## config.mk

```make
export PLATFORM = sky130hd
export DESIGN_NAME = program_loader
export DESIGN_NICKNAME = d
export VERILOG_FILES = /design/src/rtl/program_loader.sv
export SDC_FILE = /design/constraint.sdc
export NUM_CORES = 1
export LEC_CHECK = 0
export ABC_AREA = 0
export BUFFER_PORTS_ARGS = -buffer_cell sky130_fd_sc_hd__buf_4
export CAP_MARGIN = 20
export CORE_ASPECT_RATIO = 1.1
export CORE_MARGIN = 3
export CORE_UTILIZATION = 55
export DETAILED_ROUTE_END_ITERATION = 10
export PLACE_DENSITY_LB_ADDON = 0.1
export REMOVE_ABC_BUFFERS = 1
export SYNTH_ARGS = -nofsm -noshare
export SYNTH_HDL_FRONTEND = slang
export SYNTH_SLANG_ARGS = --single-unit
```

## constraint.sdc

```tcl
create_clock -name clk -period 7.64 [get_ports clk]
set_input_delay 0.764 -clock clk [delete_from_list [all_inputs] [get_ports clk]]
set_output_delay 0.764 -clock clk [all_outputs]
set_load 0.05 [all_outputs]
```

## src/rtl/program_loader.sv

```systemverilog
// Framed byte-stream loader that reassembles little-endian halfwords and
// presents them as index/data pairs on the CPU program-download port.
module program_loader #(
  parameter int         PROG_DEPTH = 256,
  parameter logic [7:0] SYNC_BYTE  = 8'hA5
) (
  input  logic        clk,
  input  logic        reset,
  input  logic        in_valid,
  input  logic [7:0]  in_data,
  output logic        in_ready,
  output logic        download_program,
  output logic [31:0] instruction_index,
  output logic [15:0] program_in,
  output logic        busy,
  output logic        done,
  output logic        err_checksum,
  output logic        err_range
);

  typedef enum logic [2:0] {
    IDLE, HDR0, HDR1, HDR2, HDR3, DLO, DHI, CSUM
  } state_t;

  state_t      state;
  logic [15:0] base;
  logic [15:0] count;
  logic [15:0] hw_cnt;
  logic [7:0]  lo_byte;
  logic [7:0]  csum;

  logic        accept;
  logic [31:0] cur_idx;
  logic        idx_ok;
  logic        last_hw;

  assign in_ready = ~reset;
  assign accept   = in_valid & in_ready;
  // 32-bit sum so a base near 16'hFFFF never wraps back into range
  assign cur_idx  = {16'b0, base} + {16'b0, hw_cnt};
  assign idx_ok   = cur_idx < 32'(PROG_DEPTH);
  assign last_hw  = (hw_cnt == count - 16'd1);

  // Control: FSM, CPU-facing pair and status flags
  always_ff @(posedge clk) begin
    if (reset) begin
      state             <= IDLE;
      hw_cnt            <= '0;
      download_program  <= 1'b0;
      instruction_index <= '0;
      program_in        <= '0;
      busy              <= 1'b0;
      done              <= 1'b0;
      err_checksum      <= 1'b0;
      err_range         <= 1'b0;
    end else begin
      done <= 1'b0;
      if (accept) begin
        case (state)
          IDLE: begin
            if (in_data == SYNC_BYTE) begin
              state        <= HDR0;
              busy         <= 1'b1;
              err_checksum <= 1'b0;
              err_range    <= 1'b0;
            end
          end
          HDR0: state <= HDR1;
          HDR1: state <= HDR2;
          HDR2: state <= HDR3;
          HDR3: begin
            hw_cnt <= '0;
            state  <= ({in_data, count[7:0]} != 16'd0) ? DLO : CSUM;
          end
          DLO: state <= DHI;
          DHI: begin
            // index and data move together, or not at all
            if (idx_ok) begin
              instruction_index <= cur_idx;
              program_in        <= {in_data, lo_byte};
              download_program  <= 1'b1;
            end else begin
              err_range <= 1'b1;
            end
            hw_cnt <= hw_cnt + 16'd1;
            state  <= last_hw ? CSUM : DLO;
          end
          CSUM: begin
            err_checksum     <= (in_data != csum);
            download_program <= 1'b0;
            done             <= 1'b1;
            busy             <= 1'b0;
            state            <= IDLE;
          end
          default: state <= IDLE;
        endcase
      end
    end
  end

  // Datapath captures: header fields, pending low byte, running checksum
  always_ff @(posedge clk) begin
    if (accept) begin
      case (state)
        IDLE: csum <= '0;
        HDR0: begin base[7:0]   <= in_data; csum <= csum ^ in_data; end
        HDR1: begin base[15:8]  <= in_data; csum <= csum ^ in_data; end
        HDR2: begin count[7:0]  <= in_data; csum <= csum ^ in_data; end
        HDR3: begin count[15:8] <= in_data; csum <= csum ^ in_data; end
        DLO:  begin lo_byte     <= in_data; csum <= csum ^ in_data; end
        DHI:  csum <= csum ^ in_data;
        default: ;
      endcase
    end
  end

endmodule

```

==> impl_metrics.ini <==
[grt]
grt_pass1_wl_um = 18300
grt_use_total_pct = 21.6
grt_overflow = 0
antenna_found_initial = 0
first_global_vias = 3709
grt_max_degree = 40

[yosys]
netlist.area_leader.share_pct = 27.1
ys.flop_type = dfxtp_1
yosysTopAreaCell = edfxtp_1
ys_ff_latch = 105
synth_edf_count = 48
yosysWarningCount = 0
synth.avg_cell_area_um2 = 10.5
syn-instance-count = 505
synthAdderAreaFrac_pct = 4.61
yosys.area_share.simple_pct = 18.9
synth_mux_area_share_pct = 6.09
synth-xor-area-share_pct = 7.74
ys_async_sr_fraction_pct = 0
synth_area_leaders = edfxtp_1, dfxtp_1, xnor2_1, ha_1, nor2_1
yosysSeqAreaShare_pct = 48.6
synthDistinctLibCells = 65
netlist_area_um2 = 5320
synth_top_family_by_area = simple AND/OR/NAND/NOR gates
synth_compound_area_share_pct = 10.0

[sta]
final_hold_viol_count = 0
grt_setup_unrepaired = false
clock.fmax_ghz = 0.295
finalCriticalPeriod_ns = 3.39
finalSetupViolations = 0
fin_skew_ns = 0.0143
period_share_pct = 44.4
slew_violations = 0
slew_headroom_pct = 42.1
worst_pin_slew_ns = 0.864
final.setup.tns_ns = 0
fin_ws_ns = 4.25

[setup_path]
worstReg2RegEnd = program_in[10]$_SDFFE_PP0P_
crit_fanout = 34
crit_type = reg2reg
worst_ep_arrival_time_ns = 3.65
r2r_slack_ns = 4.25
end_kind = flip-flop
start_kind = flip-flop
r2r-start = base[0]$_DFFE_PP_
reg2reg_depth = 9
worst_ep_required_time_ns = 7.90
slowest_stage = fa_1
cp_cell_sequence = ha_1 > fa_1 > a211oi_1 > nor3_1 > a2111oi_0 > o21ai_0 > nor4_4 > buf_4 > mux2_2
slowest_delay_ns = 0.43

[layout]
areaGrowthSynthToFinish_pct = 10.9
layout_commonest_cell = dfxtp_1
final_cell_mix = dfxtp_1, buf_4, nor2_1, edfxtp_1, xnor2_1
fin_area_um2 = 5900
nNetsFinal = 583
num_antenna_cells = 0
drive_above_1_share_pct = 15.9

[die]
core_area_um2 = 9400
die_h_um = 109
start_util_pct = 56.6
num_io_pins = 65
rows = 37
die_w_um = 99.8
die-area_um2 = 10900

[drt]
drt_wl_total_um = 11300
post_drt_wl_per_cell_um = 16.8
vias = 3908
drt_iter0_drc = 183
antenna_left = 0
vias_per_cell = 5.79
dr.pass1.iters = 5
route.detailed.drc = 0

[cts]
clock_sinks = 105
clockBufferDepth = 2
clkTransAtPathRegs_ns = 0.10
post_cts_buffers = 0
ctsHoldBuffers = 0
clockRootBuffer = clkbuf_8
cts-resized-gates = 0
clock_latency_ns = 0.38
cts_tree = done
htree_levels = 3
cts_buffers = 9

[power]
power_density_nw_per_um2 = 161
p_leak_nw = 2.24
ir_worst_vdd_mv = 0.119

[min_path]
hold_start = instruction_index[4]$_SDFFE_PP0P_
hold_path.class = reg2reg
min_delay_worst_endpoint = instruction_index[4]$_SDFFE_PP0P_
min_path_cells = 2

[placed_design]
place_area_um2 = 5720
place_ws_ns = 4.27
io_buffers = 49
hpwl_um = 8190
place.gp.congestion = 0.904

[flow_run]
drv_cap = 0

[run_status]
outcome = finished, final reports clean
-- cell usage after synthesis (all sizes together), types with 2 or more instances --
master	instances
a2111oi	3
a211o	2
a211oi	3
a21o	6
a21oi	20
a31oi	5
and2	2
and3	5
buf	19
clkbuf	10
dfxtp	57
edfxtp	48
ha	18
inv	8
mux2	19
mux2i	11
nand2	24
nand2b	4
nand3	16
nand4	13
nor2	49
nor2b	25
nor3	11
nor3b	11
nor4	7
nor4b	3
o211ai	5
o21a	5
o21ai	19
o221ai	2
or2	2
or3	4
or4	3
xnor2	30
xor2	17
-- worst max-delay path, delay by kind of cell, from the launching register on --
kind / cells / cell delay (ns)
AOI/OAI and AO/OA: 3 / 0.93
adders and majority gates: 2 / 0.68
and+or+nand+nor: 2 / 0.45
buffers and inverters: 1 / 0.42
DFF: 1 / 0.39
muxes: 1 / 0.38
-- metal layers --
metal | wire length [µm] | vias to the layer above | share of wire, % | track usage (%)
met5 | 0 | - | 0 | 0
met4 | 338 | 0 | 3.0 | 10.2
met3 | 430 | 24 | 3.8 | 3.90
met2 | 5580 | 100 | 49 | 35.8
met1 | 4990 | 1878 | 44 | 27.4
li1 | - | 1906 | - | -
-- sequential cells by signal (all words and copies together), names as in the netlist --
register           cells
instruction_index     17
download_program       1
state                  3
lo_byte                8
count                 16
busy                   1
err_checksum           1
csum                   8
base                  16
done                   1
hw_cnt                16
err_range              1
program_in            16
-- worst max-delay path by stage --
stage / depth (start not counted) / slack [ns] / endpoint / from
after floorplan: 8 / 3.91 / program_in[10]$_SDFFE_PP0P_ / base[0]$_DFFE_PP_
after global placement: 9 / 4.38 / program_in[6]$_SDFFE_PP0P_ / base[0]$_DFFE_PP_
after detailed placement: 9 / 4.27 / program_in[13]$_SDFFE_PP0P_ / base[0]$_DFFE_PP_
after CTS: 9 / 4.25 / program_in[9]$_SDFFE_PP0P_ / base[0]$_DFFE_PP_
after global routing: 9 / 3.99 / program_in[10]$_SDFFE_PP0P_ / base[0]$_DFFE_PP_
final: 9 / 4.25 / program_in[10]$_SDFFE_PP0P_ / base[0]$_DFFE_PP_
-- area by class of cell --
class                   count  area, µm²
repair buffers             52        390
well taps                 117        146
clock buffers              10        128
flip-flops and latches    105       2580
multi-input cells         376       2570
inverters                   9       33.8
clock inverters             6       46.3
fillers                   813       3500
-- report_power, final --
| part | switching, mW | internal [mW] | total [mW] |
|---|---|---|---|
| clock network | 0.198 | 0.123 | 0.321 |
| registers | 0.000635 | 0.587 | 0.588 |
| logic | 0.0358 | 0.00787 | 0.0436 |
| total | 0.235 | 0.718 | 0.953 |
-- kinds of logic (layout without fill, tap and decap cells) --
kind of cell / Yosys count / count (layout)
buf+inv: 38 / 77
mux: 30 / 30
other cells: 1 / 15
xor+xnor: 47 / 47
compound gates: 81 / 81
flops: 105 / 105
simple gates: 184 / 184
fa+ha+maj: 19 / 19
-- stage by stage --
step           power, mW  util (%)  instances  hold WS [ns]
6_report           0.953      62.8        675         0.467
3_3_place_gp       0.644      60.9        658         0.434
2_1_floorplan      0.626         -        490         0.432
5_1_grt            0.987      62.8        675         0.491
3_5_place_dp       0.644      60.9        658         0.446
4_1_cts            0.960      62.7        674         0.467
(Power assumes the default switching activity.)
